<file path="config.mk">
export PLATFORM = sky130hd
export DESIGN_NAME = settings_selector
export DESIGN_NICKNAME = d
export VERILOG_FILES = /design/src/rtl/settings_selector.sv
export SDC_FILE = /design/constraint.sdc
export NUM_CORES = 1
export LEC_CHECK = 0
export CORE_ASPECT_RATIO = 0.75
export CORE_MARGIN = 2
export CORE_UTILIZATION = 45
export CTS_CLUSTER_DIAMETER = 40
export CTS_CLUSTER_SIZE = 12
export DETAILED_ROUTE_END_ITERATION = 10
export MAX_ROUTING_LAYER = met4
export PLACE_DENSITY = 0.72
export SLEW_MARGIN = 20
export SYNTH_ARGS = -nofsm -noshare
export SYNTH_HDL_FRONTEND = slang
export SYNTH_SLANG_ARGS = --single-unit
</file>
<file path="constraint.sdc">
create_clock -name MASTER_CLOCK -period 3.01 [get_ports MASTER_CLOCK]
set_input_delay 0.602 -clock MASTER_CLOCK [delete_from_list [all_inputs] [get_ports MASTER_CLOCK]]
set_output_delay 0.602 -clock MASTER_CLOCK [all_outputs]
set_load 0.005 [all_outputs]
</file>
<file path="src/rtl/settings_selector.sv">
// rtl/settings_selector.sv - pre-game settings selector: wrap-around fields, cursor, auto-repeat, start handshake
module settings_selector #(
  parameter int NUM_FIELDS = 2,
  parameter int FIELD_W = 5,
  parameter logic [NUM_FIELDS*FIELD_W-1:0] FIELD_MIN  = {5'd2, 5'd3},
  parameter logic [NUM_FIELDS*FIELD_W-1:0] FIELD_MAX  = {5'd26, 5'd8},
  parameter logic [NUM_FIELDS*FIELD_W-1:0] FIELD_STEP = {5'd4, 5'd1},
  parameter logic [NUM_FIELDS*FIELD_W-1:0] FIELD_INIT = {5'd14, 5'd6},
  parameter int REPEAT_DELAY = 50_000_000,
  parameter int REPEAT_PERIOD = 10_000_000,
  parameter int CUR_W = (NUM_FIELDS > 1) ? $clog2(NUM_FIELDS) : 1
) (
  input  logic MASTER_CLOCK,
  input  logic RESET,
  input  logic UP,
  input  logic DOWN,
  input  logic LEFT,
  input  logic RIGHT,
  input  logic CENTER,
  input  logic ACK_BEGIN_GAME,
  input  logic GAME_DONE,
  output logic [NUM_FIELDS*FIELD_W-1:0] FIELD_VALUES,
  output logic [NUM_FIELDS*FIELD_W-1:0] FINAL_VALUES,
  output logic [CUR_W-1:0] CURSOR,
  output logic BEGIN_GAME,
  output logic MODE,
  output logic ABORT
);

  localparam int CNT_MAXV = (REPEAT_DELAY > REPEAT_PERIOD) ? REPEAT_DELAY : REPEAT_PERIOD;
  localparam int CNT_W = $clog2(CNT_MAXV + 1);
  localparam logic [CNT_W-1:0] DELAY_TH  = CNT_W'(REPEAT_DELAY - 1);
  localparam logic [CNT_W-1:0] PERIOD_TH = CNT_W'(REPEAT_PERIOD - 1);
  localparam int B_UP = 0, B_DN = 1, B_L = 2, B_R = 3, B_C = 4;

  typedef enum logic [1:0] {S_EDIT, S_REQ, S_PLAY} state_t;

  state_t state_q, state_n;
  logic [4:0] sync1_q, sync2_q, dly_q, press;
  logic [NUM_FIELDS*FIELD_W-1:0] field_q, field_n, final_q, final_n;
  logic [CUR_W-1:0] cursor_q, cursor_n;
  logic [CNT_W-1:0] cnt_q, cnt_n;
  logic repeating_q, repeating_n;
  logic begin_q, begin_n, mode_q, mode_n, abort_q, abort_n;
  logic hold, do_step, step_up;

  function automatic logic [FIELD_W-1:0] step_value(input logic [FIELD_W-1:0] v, mn, mx, st,
                                                    input logic inc);
    logic [FIELD_W:0] sum;
    sum = {1'b0, v} + {1'b0, st};
    if (inc)
      step_value = (sum > {1'b0, mx}) ? mn : sum[FIELD_W-1:0];
    else
      step_value = ({1'b0, v} < ({1'b0, mn} + {1'b0, st})) ? mx : v - st;
  endfunction

  always_ff @(posedge MASTER_CLOCK or posedge RESET) begin
    if (RESET) begin
      sync1_q <= '0;
      sync2_q <= '0;
      dly_q   <= '0;
    end else begin
      sync1_q <= {CENTER, RIGHT, LEFT, DOWN, UP};
      sync2_q <= sync1_q;
      dly_q   <= sync2_q;
    end
  end

  assign press = sync2_q & ~dly_q;
  assign hold  = sync2_q[B_UP] ^ sync2_q[B_DN];

  always_comb begin
    state_n     = state_q;
    field_n     = field_q;
    final_n     = final_q;
    cursor_n    = cursor_q;
    cnt_n       = '0;
    repeating_n = 1'b0;
    begin_n     = begin_q;
    abort_n     = 1'b0;
    do_step     = 1'b0;
    step_up     = 1'b0;
    case (state_q)
      S_EDIT: begin
        if (press[B_C]) begin
          final_n = field_q;
          begin_n = 1'b1;
          state_n = S_REQ;
        end else if (press[B_L] ^ press[B_R]) begin
          if (press[B_L])
            cursor_n = (cursor_q == '0) ? CUR_W'(NUM_FIELDS - 1) : cursor_q - CUR_W'(1);
          else
            cursor_n = (cursor_q == CUR_W'(NUM_FIELDS - 1)) ? '0 : cursor_q + CUR_W'(1);
        end else if (press[B_UP] ^ press[B_DN]) begin
          do_step = 1'b1;
          step_up = press[B_UP];
        end else if (hold) begin
          // Counter restarts after every repeat; the first gap uses the longer delay.
          if (cnt_q == (repeating_q ? PERIOD_TH : DELAY_TH)) begin
            do_step     = 1'b1;
            step_up     = sync2_q[B_UP];
            repeating_n = 1'b1;
          end else begin
            cnt_n       = (cnt_q == '1) ? cnt_q : cnt_q + CNT_W'(1);
            repeating_n = repeating_q;
          end
        end
      end
      S_REQ: begin
        if (ACK_BEGIN_GAME) begin
          begin_n = 1'b0;
          state_n = S_PLAY;
        end
      end
      S_PLAY: begin
        if (GAME_DONE) begin
          state_n = S_EDIT;
        end else if (press[B_C]) begin
          abort_n = 1'b1;
          state_n = S_EDIT;
        end
      end
      default: state_n = S_EDIT;
    endcase
    for (int i = 0; i < NUM_FIELDS; i++) begin
      if (do_step && (CUR_W'(i) == cursor_q))
        field_n[i*FIELD_W +: FIELD_W] = step_value(field_q[i*FIELD_W +: FIELD_W],
                                                   FIELD_MIN[i*FIELD_W +: FIELD_W],
                                                   FIELD_MAX[i*FIELD_W +: FIELD_W],
                                                   FIELD_STEP[i*FIELD_W +: FIELD_W], step_up);
    end
    mode_n = (state_n != S_EDIT);
  end

  always_ff @(posedge MASTER_CLOCK or posedge RESET) begin
    if (RESET) begin
      state_q     <= S_EDIT;
      field_q     <= FIELD_INIT;
      final_q     <= FIELD_INIT;
      cursor_q    <= '0;
      cnt_q       <= '0;
      repeating_q <= 1'b0;
      begin_q     <= 1'b0;
      mode_q      <= 1'b0;
      abort_q     <= 1'b0;
    end else begin
      state_q     <= state_n;
      field_q     <= field_n;
      final_q     <= final_n;
      cursor_q    <= cursor_n;
      cnt_q       <= cnt_n;
      repeating_q <= repeating_n;
      begin_q     <= begin_n;
      mode_q      <= mode_n;
      abort_q     <= abort_n;
    end
  end

  assign FIELD_VALUES = field_q;
  assign FINAL_VALUES = final_q;
  assign CURSOR       = cursor_q;
  assign BEGIN_GAME   = begin_q;
  assign MODE         = mode_q;
  assign ABORT        = abort_q;

endmodule

</file>
==> results of run 1 <==
[registers in the layout, indices dropped and copies added (netlist names)]
name / flops
ABORT: 1
BEGIN_GAME: 1
CURSOR: 1
FIELD_VALUES: 9
FINAL_VALUES: 9
MODE: 1
cnt_q: 26
dly_q: 5
repeating_q: 1
state_q: 2
sync1_q: 5
sync2_q: 5
[worst paths after layout]
kind	end	slack, ps	cells past startpoint	start
max reg2reg	FIELD_VALUES[1]	390	7	cnt_q[13]
min in group asynchronous	dly_q[4]	630	3	RESET
max	FIELD_VALUES[1]	390	7	cnt_q[13]
min reg2reg	sync2_q[2]	350	0	sync1_q[2]
max in group asynchronous	FINAL_VALUES[1]	2050	3	RESET
min	sync2_q[2]	350	0	sync1_q[2]
[critical path, cell delays in order, from the launching register on]
cell and delay, ps:
sky130_fd_sc_hd__dfrtp_1 410, sky130_fd_sc_hd__or4_1 570, sky130_fd_sc_hd__nor3_2 190, sky130_fd_sc_hd__o2111ai_2 260, sky130_fd_sc_hd__a221o_2 540, sky130_fd_sc_hd__a2111oi_4 350, sky130_fd_sc_hd__a211oi_1 70, sky130_fd_sc_hd__a21o_1 160
[final cells by class]
class | instances | area (um2) | share of cell area [%]
clock buffers | 9 | 124 | 3.30
clock inverters | 7 | 55.1 | 1.47
well taps | 84 | 105 | 2.80
repair buffers | 35 | 350 | 9.33
flip-flops and latches | 66 | 1660 | 44.3
inverters | 14 | 52.6 | 1.40
multi-input cells | 215 | 1400 | 37.4
[per-layer routing]
metal / vias to the layer above / wire length (um)
met2: 64 / 2820
met5: - / 0
met1: 1145 / 3080
li1: 1139 / -
met4: 0 / 87
met3: 10 / 333
[stage by stage]
stage	cells	total power, mW
6_report	430	2.61
5_1_grt	430	2.77
4_1_cts	430	2.64
3_5_place_dp	414	1.95
3_3_place_gp	414	1.93
2_1_floorplan	305	1.61
[cell families (layout without fill, tap and decap cells)]
| logic type | Yosys count | count (layout) | share of synthesized area [%] |
|---|---|---|---|
| AND/OR/NAND/NOR | 131 | 131 | 22.0 |
| flip-flops | 66 | 66 | 52.6 |
| AO/OA/AOI/OAI | 41 | 41 | 9.14 |
| buffers and inverters | 24 | 65 | 3.16 |
| XOR/XNOR | 23 | 23 | 6.37 |
| multiplexers | 12 | 12 | 4.19 |
| adder cells (fa/ha/maj) | 6 | 6 | 2.37 |
| other | 1 | 2 | 0.119 |
[power groups by stage]
stage               clock [mW]  combinational, mW  sequential [mW]
floorplan                    0              0.427             1.18
global placement             0              0.695             1.24
detailed placement           0              0.712             1.24
CTS                      0.697              0.716             1.23
global route             0.730              0.789             1.25
finish                   0.672              0.712             1.23
[layout by cell type, fill, tap and decap left out, drive strengths merged, types with 11 or more instances in the layout]
cell	netlist	layout
xor2	12	12
clkdlybuf4s50	0	30
dfrtp	56	56
inv	14	15
xnor2	11	11
nand3	16	16
nor2	38	38
nand2	16	16
==> results.cfg, run 1 <==
[grt]
global_route.peak_usage_layer = met2
first_global_vias = 2272
global_route.usage.met3_pct = 5.60
groute.usage.overall_pct = 18.1
grt_first_pass_wirelength_um = 10600
grt_util_met1_pct = 24.8
grt_antenna_before_repair = 0
global_route.usage.met2_pct = 24.9
total_gr_overflow = 0
grt_max_degree = 67

[pwr]
switching_power_uw = 822
power_internal_mw = 1.79
clockPowerShare_pct = 25.8
power.combinational.fraction_pct = 27.3
switching_share_pct = 31.5
seq_power_share_pct = 47.0
power_density_nw_per_um2 = 695
total_leakage_power_nw = 1.53
worst_ir_drop_vdd_uv = 426

[clock_tree]
clock_path_buffers = 2
cts-buffers-inserted = 9
clk_pin_slew_worst_paths_ps = 80
post_cts_resized = 0
cts_max_level = 3
holdBufCountCts = 0
cts.sinks = 66
clockRootBuffer = sky130_fd_sc_hd__clkbuf_8
worst_skew_pair.late_latency_ps = 360
cts_tree = done
postCtsSetupBuffers = 0

[floorplanning]
num_io_pins = 33
coreArea_um2 = 6800
fp.dieArea_um2 = 7720
die_x_um = 101
floorplan.initialDensity_pct = 46.5
die_extent_in_y_um = 76.6
row_count = 26

[setup_path]
critical_path_required_ps = 3300
critical_path_peak_fanout = 7
path_class = reg -> reg
crit_path_start_kind = flop
cp_data_arrival_time_ps = 2910
critical_path_sink_type = flop

[logic_synthesis]
asyncSetResetFlopFracSynth_pct = 100
post_synth.cell_area_avg_um2 = 10.4
leading_cell_types_by_total_area_after_synthesis = sky130_fd_sc_hd__dfrtp_1 44%, sky130_fd_sc_hd__dfstp_2 8.3%, sky130_fd_sc_hd__nor2_1 4.5%, sky130_fd_sc_hd__mux2_2 3.6%, sky130_fd_sc_hd__xor2_1 3.3%
synth-edff-count = 0
post_synth_most_frequent_cells = 56 x sky130_fd_sc_hd__dfrtp_1, 38 x sky130_fd_sc_hd__nor2_1, 16 x sky130_fd_sc_hd__nand2_1, 16 x sky130_fd_sc_hd__nand3_1, 14 x sky130_fd_sc_hd__inv_1
post-synth-top-area-fraction_pct = 44.3
portion_of_the_post_synthesis_area_used_by_sequential_elements_pct = 52.6
synth-seq-cells = 66
synthesis.instances = 304
netlist-cell-type-count = 49
synthFlopType = sky130_fd_sc_hd__dfrtp_1
yosysWarningCount = 0
synth_top_area_cell = sky130_fd_sc_hd__dfrtp_1
netlist_area_um2 = 3160
synth_most_common_cell = sky130_fd_sc_hd__dfrtp_1

[sta]
fmaxAchievable_mhz = 382
clock-skew-final_ps = 11.0
hold_viol = 0
whs_ps = 353
setup_total_negative_slack_ps = 0
post-route-min-period_ps = 2620
rsz0062_at_grt = no
least_margin_pin_slew_ps = 753
report.final.slew_viol_count = 0
slew_headroom_pct = 49.6
setup_ws_ps = 394
min_period_over_period_pct = 86.9
setup_viol = 0

[route]
final_antenna_net_count = 0
avgRoutedWirePerCell_um = 14.7
via_per_inst = 5.48
drt_iter0_drc = 150
drt_pass1_iterations = 5
routed_wirelength_um = 6310
vias = 2358
detail_route.drc_violations = 0

[layout]
num-fill-cells = 588
nNetsFinal = 356
final_area_um2 = 3750
antenna_cells = 0
area_growth_syn_to_layout_pct = 18.7
fraction_of_final_layout_cells_with_drive_strength_greater_than_1_pct = 14.2
layout.core_utilization_pct = 55.2

[flow_run]
max_cap_violations = 0

[placement]
finalWeightedCongestion = 0.904
place.port_buffers = 30
dp_slack_ps = 402
dp_hpwl_um = 4220
detailed_place.area_um2 = 3570

[outcome]
run_status = finished clean

[min_path]
path_class_of_the_lowest_slack_min_delay_path = reg -> reg
No activity file was read; power rests on OpenSTA's default activity.
==> run 2: changes to the inputs <==
--- a/config.mk
+++ b/config.mk
@@ -11,6 +11,7 @@
 export CTS_CLUSTER_DIAMETER = 40
 export CTS_CLUSTER_SIZE = 12
 export DETAILED_ROUTE_END_ITERATION = 10
+export GPL_ROUTABILITY_DRIVEN = 0
 export MAX_ROUTING_LAYER = met4
 export PLACE_DENSITY = 0.72
 export SLEW_MARGIN = 20
==> results of run 2 <==
Same layout as run 1: the final DEF is identical, and so are final timing and power.
